--- src/rtl/csa_pkg.sv ---
// Shared types and elaboration helpers for the carry-save resolver.
package csa_pkg;

  typedef enum logic [1:0] {
    IDLE = 2'd0,
    BUSY = 2'd1,
    DONE = 2'd2
  } csa_state_e;

  function automatic int unsigned nchunk(input int unsigned n, input int unsigned k);
    return n / k;
  endfunction

  // Chunk counter width; never narrower than one bit, even for a single chunk.
  function automatic int unsigned cnt_width(input int unsigned nch);
    return (nch <= 1) ? 1 : $clog2(nch);
  endfunction

endpackage

--- src/rtl/csa_resolve_chunk_add.sv ---
// K-bit ripple-carry adder built from per-bit full adders.
module csa_chunk_add #(
  parameter int unsigned K = 2
) (
  input  logic [K-1:0] a,
  input  logic [K-1:0] b,
  input  logic         ci,
  output logic [K-1:0] s,
  output logic         co
);

  always_comb begin
    logic carry;
    s     = '0;
    carry = ci;
    for (int unsigned i = 0; i < K; i++) begin
      s[i]  = a[i] ^ b[i] ^ carry;
      carry = (a[i] & b[i]) | (a[i] & carry) | (b[i] & carry);
    end
    co = carry;
  end

endmodule

--- src/rtl/csa_resolve.sv ---
// Sequential carry-propagate resolver: turns a carry-save pair (S, C) into R = S + 2*C, K bits per cycle.
module csa_resolve
  import csa_pkg::*;
#(
  parameter int unsigned N = 4,
  parameter int unsigned K = 2
) (
  input  logic         clk,
  input  logic         rst_n,
  input  logic         in_valid,
  output logic         in_ready,
  input  logic [N-1:0] S,
  input  logic [N-1:0] C,
  output logic         out_valid,
  input  logic         out_ready,
  output logic [N+1:0] R
);

  localparam int unsigned NCHUNK = nchunk(N, K);
  localparam int unsigned CW     = cnt_width(NCHUNK);

  if ((K < 1) || (K > N) || ((N % K) != 0)) begin : g_param_check
    $error("csa_resolve: N must be a non-zero multiple of K");
  end

  csa_state_e    state;
  logic [N-1:0]  a;
  logic [N-1:0]  b;
  logic          top;
  logic          cy;
  logic [CW-1:0] cnt;

  logic [K-1:0]  a_chunk;
  logic [K-1:0]  b_chunk;
  logic [K-1:0]  sum_chunk;
  logic          co;
  logic          last_chunk;

  // Chunk selection by compare against each constant offset keeps all slices static.
  always_comb begin
    a_chunk = '0;
    b_chunk = '0;
    for (int unsigned j = 0; j < NCHUNK; j++) begin
      if (cnt == CW'(j)) begin
        a_chunk = a[j*K +: K];
        b_chunk = b[j*K +: K];
      end
    end
  end

  assign last_chunk = (cnt == CW'(NCHUNK - 1));

  csa_chunk_add #(.K(K)) u_chunk_add (
    .a  (a_chunk),
    .b  (b_chunk),
    .ci (cy),
    .s  (sum_chunk),
    .co (co)
  );

  always_ff @(posedge clk or negedge rst_n) begin
    if (!rst_n) begin
      state     <= IDLE;
      in_ready  <= 1'b1;
      out_valid <= 1'b0;
      R         <= '0;
      cnt       <= '0;
      cy        <= 1'b0;
      a         <= '0;
      b         <= '0;
      top       <= 1'b0;
    end else begin
      case (state)
        IDLE: begin
          if (in_valid) begin
            a        <= S;
            // Carry vector shifted into weight-1 alignment; its MSB becomes the top bit.
            b        <= N'({C, 1'b0});
            top      <= C[N-1];
            cy       <= 1'b0;
            cnt      <= '0;
            R        <= '0;
            in_ready <= 1'b0;
            state    <= BUSY;
          end
        end
        BUSY: begin
          for (int unsigned j = 0; j < NCHUNK; j++) begin
            if (cnt == CW'(j)) R[j*K +: K] <= sum_chunk;
          end
          cy  <= co;
          cnt <= cnt + 1'b1;
          if (last_chunk) begin
            R[N+1:N]  <= {1'b0, top} + {1'b0, co};
            out_valid <= 1'b1;
            state     <= DONE;
          end
        end
        DONE: begin
          if (out_ready) begin
            out_valid <= 1'b0;
            in_ready  <= 1'b1;
            state     <= IDLE;
          end
        end
        default: begin
          state     <= IDLE;
          in_ready  <= 1'b1;
          out_valid <= 1'b0;
        end
      endcase
    end
  end

endmodule

--- config.mk ---
export PLATFORM = sky130hd
export DESIGN_NAME = csa_resolve
export DESIGN_NICKNAME = d
export VERILOG_FILES = /design/src/rtl/csa_pkg.sv /design/src/rtl/csa_resolve_chunk_add.sv /design/src/rtl/csa_resolve.sv
export SDC_FILE = /design/constraint.sdc
export NUM_CORES = 1
export LEC_CHECK = 0
export BUFFER_PORTS_ARGS = -buffer_cell sky130_fd_sc_hd__clkbuf_2
export CAP_MARGIN = 30
export CORE_MARGIN = 2
export CORE_UTILIZATION = 42
export DETAILED_ROUTE_END_ITERATION = 7
export HOLD_SLACK_MARGIN = 0.08
export PLACE_DENSITY = 0.68
export SYNTH_ARGS = -nofsm -noshare
export SYNTH_HDL_FRONTEND = slang
export SYNTH_HIERARCHICAL = 1
export SYNTH_SLANG_ARGS = --single-unit
--- constraint.sdc ---
create_clock -name clk -period 2.6 [get_ports clk]
set_input_delay 0.13 -clock clk [delete_from_list [all_inputs] [get_ports clk]]
set_output_delay 0.13 -clock clk [all_outputs]
set_load 0.03 [all_outputs]
==> After elaboration in Yosys (flattened, before gate mapping) <==
Index checks and enable logic that the tools add are counted.
{ "word_totals": {"word_cells": 62, "output_inout_bits": 8, "in_bits": 12, "register_bits": 20} }
{ "classes": {"n_addsub": 2, "eq_ne": 6, "n_reduce_logical": 9, "muxes": 19, "n_bitwise": 16} }
{ "ops": {"columns": ["op", "count"], "rows": [
  ["2-bit two-way mux", 8],
  ["3-bit AND reduction", 5],
  ["6-bit one-hot mux with 2 select lines", 1],
  ["2-bit != test, second input constant", 4],
  ["1-bit AND", 6],
  ["6-bit two-way mux", 1],
  ["1-bit one-hot mux with 3 select lines", 2],
  ["2-bit one-hot mux with 3 select lines", 1],
  ["1-bit two-way mux", 4],
  ["1-bit OR", 4],
  ["1-bit one-hot mux with 2 select lines", 2],
  ["2-bit AND reduction", 2],
  ["1-bit XOR", 4],
  ["1-bit by 1-bit adder with 2-bit output", 1],
  ["2-bit by 1-bit == test with 1-bit output, second input constant", 1],
  ["2-bit == test, second input constant", 1],
  ["2-bit zero test", 1],
  ["1-bit inverter", 2],
  ["2-bit nonzero test", 1],
  ["1-bit adder, second input constant", 1]
]} }

==> Logic depth before layout (Yosys ltp) <==
Gate-level depths: netlist (run 1).
{ "logic_depth": {"depth_word": 10, "mapped_depth": 9, "mapped_depth_nobuf": 8} }

==> By module <==
Netlist (run 1), hierarchy kept.
{ "modules_own_cells": {"columns": ["module", "n_inst", "cells_per_inst", "seq_area_each_um2", "area_each_um2"], "rows": [
  ["csa_resolve", 1, 75, 501.7, 923.4],
  ["csa_chunk_add", 1, 10, 0.0, 70.1]
]} }

==> Least setup slack after synthesis (run 1) <==
Ideal clock, no wire load.
{ "synth_timing": {"path_kind": "register to register", "start": "register cnt", "end": "register R[4]", "t_arrival_ps": 1992, "path_buffers": 1, "path_slack_ps": 473, "required_ps": 2466, "synth_period_minus_slack_ps": 2127, "stages_incl_launch_ff": 10, "path_cell_list": "dfrtp_1 -> buf_2 -> mux2_2 -> inv_1 -> fa_1 -> fa_1 -> inv_1 -> ha_1 -> inv_1 -> o311ai_1"} }
{ "synth_via": {"elab_chain_cells": 10, "word_cells_on_any_way": 17, "classes_between": "add/sub (1); eq/ne (1); mux (4); bitwise (10); reduce/logical (1)"} }
{ "synth_lines": {"columns": ["element", "line", "source"], "rows": [
  ["start, declared", "csa_resolve.sv:31", "logic [CW-1:0] cnt;"],
  ["start signal, assigned", "csa_resolve.sv:92", "cnt <= cnt + 1'b1;"],
  ["2-bit two-way mux *", "csa_resolve.sv:44", "if (cnt == CW'(j)) begin"],
  ["net a_chunk[0]", "csa_resolve.sv:33", "logic [K-1:0] a_chunk;"],
  ["1-bit AND", "csa_resolve_chunk_add.sv:18", "carry = (a[i] & b[i]) | (a[i] & carry) | (b[i] & carry);"],
  ["1-bit OR * (2 in series)", "csa_resolve_chunk_add.sv:18", null],
  ["1-bit AND", "csa_resolve_chunk_add.sv:18", null],
  ["1-bit OR", "csa_resolve_chunk_add.sv:18", null],
  ["1-bit OR *", "csa_resolve_chunk_add.sv:18", null],
  ["net co", "csa_resolve.sv:36", "logic co;"],
  ["1-bit by 1-bit adder with 2-bit output *", "csa_resolve.sv:94", "R[N+1:N] <= {1'b0, top} + {1'b0, co};"],
  ["2-bit two-way mux *", "csa_resolve.sv:93", "if (last_chunk) begin"],
  ["6-bit one-hot mux with 2 select lines *", "csa_resolve.sv:73", "case (state)"],
  ["end signal, assigned by index", "csa_resolve.sv:89", "if (cnt == CW'(j)) R[j*K +: K] <= sum_chunk;"],
  ["end signal, assigned by index", "csa_resolve.sv:94", null],
  ["end, declared", "csa_resolve.sv:16", "output logic [N+1:0] R"]
]} }
The timed path passes the listed nets; every way through them passes the cells marked *. The select of a mux whose other input is x is not followed.
A chain may end at the register's enable or synchronous reset.

==> Final worst setup path (run 1) <==
Ends and elaborated chain as after synthesis.

==> run metrics, run 1 <==
std cell rows 17; placed cell count 129; dpl cell area 1100 sq um; fin area 1240 sq um; post-synthesis cell type count 26; Avg Inst Size Synth 11.7 sq um; Core Area 2230 sq um; CTS Root Cell clkbuf_4; global router's overall resource usage 0.154; Synth top area share 0.479; Peak VDD IR 0.622 mV; Least-Margin Pin Slew 475 ps; setup_tns 0 ps; slowest stage cell, crit path dfrtp_1; crit-path cells mux2_2 -> inv_1 -> fa_1 -> fa_1 -> inv_1 -> ha_1 -> inv_1 -> o311ai_1; initial antenna violation count 0; hold crit path type input port to flop; initial drt markers 16; leakage 0.586 nW; DRT Pass-1 Iters 3; # port buffers 19; Hold Slack 175 ps; crit share post-route 0.893; I/O pins 20; fin crit period 2320 ps; fillers 203; required time worst endpoint 2790 ps; status finished, final reports clean; first-pass GRT wire length 3080 um; largest net degree at the start of global routing 21; drt drc 0; Setup Skew 0.913 ps; Largest stage delay, worst path 590 ps; GRT overflow 0; fmax 431 MHz; CTS tree yes; Area contributors post-synth dfrtp_1, mux2_2, nand2_1; Antenna Violating Nets Remaining 0; die area 2770 sq um; share of layout cells above drive strength 1 0.348; Syn Inst Count 85; vias in the first global route 711; Hold-fix buffers, CTS 10; CP startpoint kind flop; final setup fails 0; post-route insts no fill 143; endpoint type of the worst setup path flop; CP Max Fanout 13; # clock sinks 20; hpwl dp 1270 um; Mapped Nets 100; Initial Util 0.445; WP data arrival 2520 ps; wire per inst 12.1 um; Seq/Total Area, Yosys 0.505; WL final 1730 um; final core utilization 0.554; CTS clk-pin slew, worst paths 110 ps; cell taking the most area after synthesis dfrtp_1; diodes inserted 0; kind of critical path flop to flop; # H-tree levels 1; Chip Width 52.6 um; post-CTS setup buffers 0; most used cell, CP inv_1; clk buf depth 2; max_cap viols 0; via count 683; die height 52.6 um; Final Wtd Congestion 0.723; Layout area overhead 24.4%; Post-CTS Resized 0; endpoints failing hold 0; Final #Nets 131; Vias/cell 4.78; Ys Warns 6; cts bufs inserted 3; unrepaired setup endpoints after global routing no; Slew headroom 0.684; post-synthesis register bit count 20; pwr/cell area 1160 nW/um^2; Clock Latency Late Sink 300 ps; Post-Syn Area 993 sq um; Slew Limit Fails 0
[registers in the layout, indices dropped and copies added, names as in the netlist]
name	cells
R	6
a	4
b	3
cnt	1
cy	1
in_ready	1
out_valid	1
state	2
top	1
[kinds of logic after synthesis]
group / count (synthesis) / synth area share
AOI/OAI and AO/OA: 13 / 0.105
and+or+nand+nor: 25 / 0.144
DFF: 20 / 0.505
adders and majority gates: 3 / 0.0529
buffers and inverters: 12 / 0.0579
muxes: 12 / 0.136
[where the power goes]
group | internal [W] | leakage [nW] | switching, W | total, W
Clock | 0.0000854 | 0.0210 | 0.0000918 | 0.000177
Combinational | 0.000320 | 0.319 | 0.000358 | 0.000677
Sequential | 0.000447 | 0.246 | 0.000132 | 0.000580
Total | 0.000852 | 0.586 | 0.000582 | 0.00143
[placed cells by master, fill, tap and decap left out, types with 2 or more instances in the layout]
master / instances
fa_1: 2
mux2_2: 12
clkbuf_4: 3
nand2_1: 12
dlygate4sd3_1: 10
inv_1: 9
a21oi_1: 3
dfrtp_1: 19
nand2b_1: 3
nor2_1: 2
o211ai_1: 4
nand3_1: 2
a22o_1: 2
clkbuf_2: 19
[final cells by class]
cell class | count | area (sq um) | area share
clock buffer | 4 | 36.3 | 0.0294
timing repair buffer | 29 | 195 | 0.158
tap | 28 | 35.0 | 0.0283
inverter | 9 | 33.8 | 0.0273
sequential | 20 | 502 | 0.406
multi-input combinational | 53 | 434 | 0.351
[Yosys cell counts]
cell      count
a21oi_1       3
and2_1        1
nand2b_1      3
o21ai_0       1
nor3_1        1
o211ai_1      4
buf_4         1
inv_1         9
fa_1          2
mux2_2       12
nand2b_4      1
o311ai_1      1
buf_6         1
nand3_1       2
nor2_8        1
nor2b_2       1
dfrtp_1      19
and2b_1       1
a32oi_1       1
a22o_1        2
ha_1          1
nand2_1      12
nor2_1        2
o21bai_4      1
buf_2         1
dfstp_2       1
[metrics by stage]
stage               total power [W]  setup slack [ps]
finish                      0.00143               278
global route                0.00157              93.7
CTS                         0.00146               245
detailed placement          0.00127               240
global placement            0.00123               422
floorplan                   0.00112               473
[per-layer routing]
metal | GRT usage | part of all wire
met1 | 0.193 | 0.46
met2 | 0.252 | 0.49
met3 | 0.0514 | 0.038
met4 | 0.0385 | 0.0046
met5 | 0 | 0
[final timing paths]
| check | start | end | slack, ps | cells past startpoint |
|---|---|---|---|---|
| worst min-delay path | in_valid | state[0]$_DFFE_PN0P_ | 180 | 3 |
| worst max register to register | cnt$_DFFE_PN0P_ | R[4]$_DFFE_PN0P_ | 280 | 8 |
| min in group asynchronous | rst_n | R[2]$_DFFE_PN0P_ | 310 | 2 |
| worst max-delay path | cnt$_DFFE_PN0P_ | R[4]$_DFFE_PN0P_ | 280 | 8 |
| max in group asynchronous | rst_n | in_ready$_DFFE_PN1P_ | 1950 | 2 |
| worst min register to register | a[1]$_DFFE_PN0P_ | a[1]$_DFFE_PN0P_ | 510 | 1 |
[critical path, delay by kind of cell (launching register included)]
family / cells / cell delay, ps
mux: 1 / 230
fa+ha+maj: 3 / 920
flops: 1 / 590
compound gates: 1 / 290
buf+inv: 3 / 180
(Power assumes the default switching activity.)
==> inputs of run 2 (changes only) <==
- PLACE_DENSITY: 0.68 -> 0.7
- clock period: 2.6 -> 2.1 ns (I/O delays scaled with it)
==> run 2 against run 1 <==
Net effect: hold slack lost 30 ps; maximum frequency grew 17%; global-route usage shrank 0.45 points; final cell count grew 1.4%; combinational power grew 32%; clock skew grew 5.9 ps; non-clock buffer count grew 2; core utilization grew 0.78 points; flip-flop and latch count is the same; worst setup slack lost 160 ps; critical endpoint unchanged.
==> run metrics, run 2 (same netlist as run 1, synthesis figures left out) <==
pwr/cell area 1440 nW/um^2 (+24%); drt drc 0 (unchanged); Slew Limit Fails 0 (unchanged); CTS Root Cell clkbuf_4; fmax 504 MHz (+17%); net load switching power 0.000725 W (+24%); largest net degree at the start of global routing 21 (unchanged); kind of critical path flop to flop; share of layout cells above drive strength 1 0.376 (+0.0282); status finished, final reports clean; Vias/cell 4.85 (+1.5%); initial antenna violation count 0 (unchanged); Setup Skew 6.81 ps (+5.89 ps); setup_tns 0 ps (unchanged); post-route insts no fill 145 (+1.4%); Internal 0.00108 W (+27%); Final #Nets 133 (+1.5%); crit share post-route 0.944 (+0.0512); Largest register FFs 6 (unchanged); hpwl dp 1270 um (+0.44%); die height 52.6 um (unchanged); # clock sinks 20 (unchanged); biggest registers after layout R (6), a (4), b (3); vias in the first global route 718 (+0.98%); via count 703 (+2.9%); CTS tree yes; switching portion of total power 0.401 (-0.00483); Clock power frac 0.122 (-0.002); placed cell count 130 (+0.78%); wire per inst 12.2 um (+0.79%); Hold Slack 145 ps (-29.5 ps); first-pass GRT wire length 3060 um (-0.68%); CP Max Fanout 2 (-11); # port buffers 19 (unchanged); final setup fails 0 (unchanged); Core Area 2230 sq um (unchanged); WL final 1760 um (+2.2%); Clock Latency Late Sink 300 ps (about the same); Antenna Violating Nets Remaining 0 (unchanged); endpoints failing hold 0 (unchanged); commonest cells after routing, fill and taps aside dfrtp_1, clkbuf_2, mux2_2, nand2_1, dlygate4sd3_1; I/O pins 20 (unchanged); Biggest register R; CP startpoint kind flop; Met2 Wirelength 932 um (+9.6%); Gate power share 0.495 (+0.023); top layer used by detailed routing met3; std cell rows 17 (unchanged); required time worst endpoint 2280 ps (-510 ps); hold crit path type input port to flop; Layout area overhead 26.2%; # H-tree levels 1 (unchanged); DRT Pass-1 Iters 4 (+1); Slew headroom 0.680 (-0.00350); WP data arrival 2160 ps (-360 ps); leakage 0.594 nW (+1.3%); unrepaired setup endpoints after global routing no; Multi-input gate area 437 sq um (+0.58%); global router's overall resource usage 0.149 (-0.00450); Final Wtd Congestion 0.754 (+4.4%); clk buf depth 2 (unchanged); GRT overflow 0 (unchanged); diodes inserted 0 (unchanged); max_cap viols 0 (unchanged); endpoint type of the worst setup path flop; initial drt markers 9 (-7); storage element area 502 sq um (unchanged); fin crit period 1980 ps (-339 ps); WL met1 748 um (-6.5%); met3 WL post-DR 83 um (+26%); Peak VDD IR 0.717 mV (+15%); sequential share of power 0.383 (-0.021); Chip Width 52.6 um (unchanged); Initial Util 0.445 (unchanged); fillers 214 (+5.4%); Least-Margin Pin Slew 480 ps (+5.24 ps); cts bufs inserted 3 (unchanged); CTS clk-pin slew, worst paths 110 ps (about the same); die area 2770 sq um (unchanged)
-- run 2: cell count changes in the layout (fill, tap and decap cells not counted), sizes merged --
cell | previous run | this run
buf | 0 | 2
-- run 2: stage by stage --
stage	area, sq um	total power [W]	util	setup WS [ps]
CTS	1240	0.00181	0.557	46.8
detailed placement	1110	0.00157	0.496	58.2
global placement	1110	0.00154	0.496	104
floorplan	1000	0.00139	-	0.727
global route	1250	0.00198	0.561	35.0
finish	1250	0.00181	0.561	117
-- run 2: power groups by stage --
stage	combinational, W	clock [W]	sequential, W
floorplan	0.000658	0	0.000736
global placement	0.000843	0	0.000699
detailed placement	0.000864	0	0.000709
CTS	0.000881	0.000231	0.000700
global route	0.00101	0.000248	0.000723
finish	0.000895	0.000220	0.000693
-- run 2: cell type report --
| type | count | share of cell area |
|---|---|---|
| Inverter | 9 | 0.0269 |
| Clock buffer | 4 | 0.0289 |
| Timing Repair Buffer | 31 | 0.168 |
| Tap cell | 28 | 0.0279 |
| Multi-Input combinational cell | 53 | 0.348 |
| Sequential cell | 20 | 0.400 |
-- run 2: layer usage --
| metal | global-route usage | vias to the layer above |
|---|---|---|
| li1 | - | 349 |
| met1 | 0.172 | 334 |
| met2 | 0.279 | 20 |
| met3 | 0.0514 | 0 |
| met4 | 0 | 0 |
| met5 | 0 | - |
-- run 2: final timing paths --
kind                                       start              endpoint  slack (ps)  cells after the start
worst min-delay path                    in_valid  state[0]$_DFFE_PN0P_         150                      3
max in group asynchronous                  rst_n  in_ready$_DFFE_PN1P_        1470                      2
worst max-delay path             cnt$_DFFE_PN0P_      R[4]$_DFFE_PN0P_         120                      8
worst min register to register  b[1]$_DFFE_PN0P_      b[1]$_DFFE_PN0P_         510                      1
min in group asynchronous                  rst_n      R[0]$_DFFE_PN0P_         270                      2
worst max register to register   cnt$_DFFE_PN0P_      R[4]$_DFFE_PN0P_         120                      8
-- run 2: worst max-delay path, stage by stage (launching register included) --
cell      delay, ps
dfrtp_1         400
mux2_2          220
inv_1            50
fa_1            430
fa_2            340
inv_2            60
ha_1            210
inv_1            50
o311ai_1         90
-- run 2: timing repair --
action / in CTS / in global routing
hold endpoints to repair: 28 / 0
resized for setup: 0 / 2
hold buffers: 10 / 0
buffers inserted: 0 / 1
endpoints found under the setup margin: 0 / 1
==> inputs of run 3 (changes only) <==
- PLACE_DENSITY: 0.7 -> 0.68
- clock period: 2.1 -> 1.9 ns (I/O delays scaled with it)
==> run 3 against run 2 <==
Net effect: flip-flop and latch count did not move; maximum frequency rose by 4.6%; core utilization rose by 1.9 points; critical endpoint unchanged; largest cell class unchanged; highest routed layer is now met4.
==> run metrics, run 3 (same netlist as run 1, synthesis figures left out) <==
status finished, final reports clean; WHS Path Cells 3 (unchanged); initial drt markers 7 (-2); Initial Util 0.445 (unchanged); Largest register FFs 6 (unchanged); crit share post-route 0.998 (+0.0539); initial antenna violation count 0 (unchanged); Setup Skew 7.06 ps (+0.251 ps); R2R cell count 8 (unchanged); wire per inst 11.6 um (-4.4%); Overall Power 0.00219 W (+21%); Multi-input gate area 463 sq um (+6.0%); CTS tree yes; clk buf depth 2 (unchanged); I/O pins 20 (unchanged); fin crit period 1900 ps (-86.4 ps); Layout area overhead 30.5%; CP startpoint kind flop; die area 2770 sq um (unchanged); fillers 201 (-6.1%); worst r2r dst R[4]$_DFFE_PN0P_; largest net degree at the start of global routing 21 (unchanged); Clock Latency Late Sink 310 ps (about the same); fmax 527 MHz (+4.6%); WP data arrival 2110 ps (-50 ps); commonest cells after routing, fill and taps aside dfrtp_1, clkbuf_2, nand2_1; WL final 1690 um (-4.4%); CTS clk-pin slew, worst paths 120 ps (about the same); Slew headroom 0.679 (-0.000878); endpoint type of the worst setup path flop; diodes inserted 0 (unchanged); kind of critical path flop to flop; GRT overflow 0 (unchanged); hold wc startpoint in_valid; fin area 1300 sq um (+3.4%); pwr/cell area 1690 nW/um^2 (+17%); biggest registers after layout R (6), a (4), b (3); Core Area 2230 sq um (unchanged); hpwl dp 1260 um (-1.1%); required time worst endpoint 2110 ps (-170 ps); drt drc 0 (unchanged); std cell rows 17 (unchanged); endpoints failing hold 0 (unchanged); storage element area 502 sq um (unchanged); # H-tree levels 1 (unchanged); Min-Delay Endpoint state[0]$_DFFE_PN0P_; global router's overall resource usage 0.151 (+0.00241); Reg2Reg Setup Slack 3 ps (-110 ps); Chip Width 52.6 um (unchanged); via count 699 (-0.57%); # clock sinks 20 (unchanged); Worst Setup SP cnt$_DFFE_PN0P_; Least-Margin Pin Slew 481 ps (+1.32 ps); Slew Limit Fails 0 (unchanged); share of layout cells above drive strength 1 0.427 (+0.0513); max_cap viols 0 (unchanged); cts bufs inserted 3 (unchanged); unrepaired setup endpoints after global routing yes; # port buffers 19 (unchanged); first-pass GRT wire length 3080 um (+0.46%); Vias/cell 4.82 (-0.57%); hold crit path type input port to flop; worst r2r src cnt$_DFFE_PN0P_; Biggest register R; Final Wtd Congestion 0.732 (-2.9%); final setup fails 0 (unchanged); CTS Root Cell clkbuf_4; vias in the first global route 748 (+4.2%); die height 52.6 um (unchanged); Final #Nets 133 (unchanged); dpl cell area 1140 sq um (+2.6%); DRT Pass-1 Iters 3 (-1); Antenna Violating Nets Remaining 0 (unchanged); leakage 0.603 nW (+1.6%); Peak VDD IR 0.877 mV (+22%); CP Max Fanout 4 (+2)
run 3: how the worst max path moves through the flow:
stage	end	slack, ps	cells past startpoint
after detailed placement	R[4]$_DFFE_PN0P_	-7	8
after global routing	R[4]$_DFFE_PN0P_	-100	8
after CTS	R[4]$_DFFE_PN0P_	-30	8
final	R[4]$_DFFE_PN0P_	3	8
after floorplan	R[4]$_DFFE_PN0P_	-40	9
after global placement	R[4]$_DFFE_PN0P_	60	8
run 3: cell type report:
| class | count | area share |
|---|---|---|
| Clock buffer | 3 | 0.0174 |
| Clock inverter | 1 | 0.0232 |
| Inverter | 9 | 0.0261 |
| Multi-Input combinational cell | 53 | 0.357 |
| Timing Repair Buffer | 31 | 0.162 |
| Tap cell | 28 | 0.0270 |
| Sequential cell | 20 | 0.387 |
run 3: worst max-delay path, cell delays in order, from the launching register on:
cell and delay, ps:
dfrtp_1 430, mux2_4 210, inv_2 30, fa_2 320, fa_2 340, inv_2 80
ha_4 120, inv_2 30, o311ai_2 240
run 3: report_power, final:
group / switching, W / total [W] / internal (W)
logic: 0.000546 / 0.00106 / 0.000517
registers: 0.000164 / 0.000776 / 0.000612
clock network: 0.000136 / 0.000350 / 0.000213
total: 0.000846 / 0.00219 / 0.00134
run 3: repair_timing:
action | in CTS | in global routing
buffers inserted | 0 | 0
pin swaps | 2 | 0
gates resized for setup | 2 | 1
hold buffers | 10 | 0
hold endpoints to repair | 30 | 0
setup endpoints to repair | 1 | 3
run 3: metal layers:
layer / track usage / vias up / wire (um)
li1: - / 352 / -
met1: 0.172 / 328 / 755
met2: 0.269 / 16 / 835
met3: 0.0600 / 3 / 82
met4: 0.0256 / 0 / 13
met5: 0 / - / 0
run 3: per-stage QoR:
step | setup slack [ps] | cells | utilization | TNS (ps) | hold WS, ps
6_report | 3.03 | 145 | 0.580 | 0 | 140
2_1_floorplan | -36.7 | 85 | - | -42.6 | -201
5_1_grt | -95.3 | 145 | 0.580 | -184 | 137
3_3_place_gp | 60.0 | 131 | 0.509 | 0 | 79.2
4_1_cts | -26.5 | 145 | 0.580 | -26.5 | 129
3_5_place_dp | -6.67 | 131 | 0.509 | -6.67 | 77.9
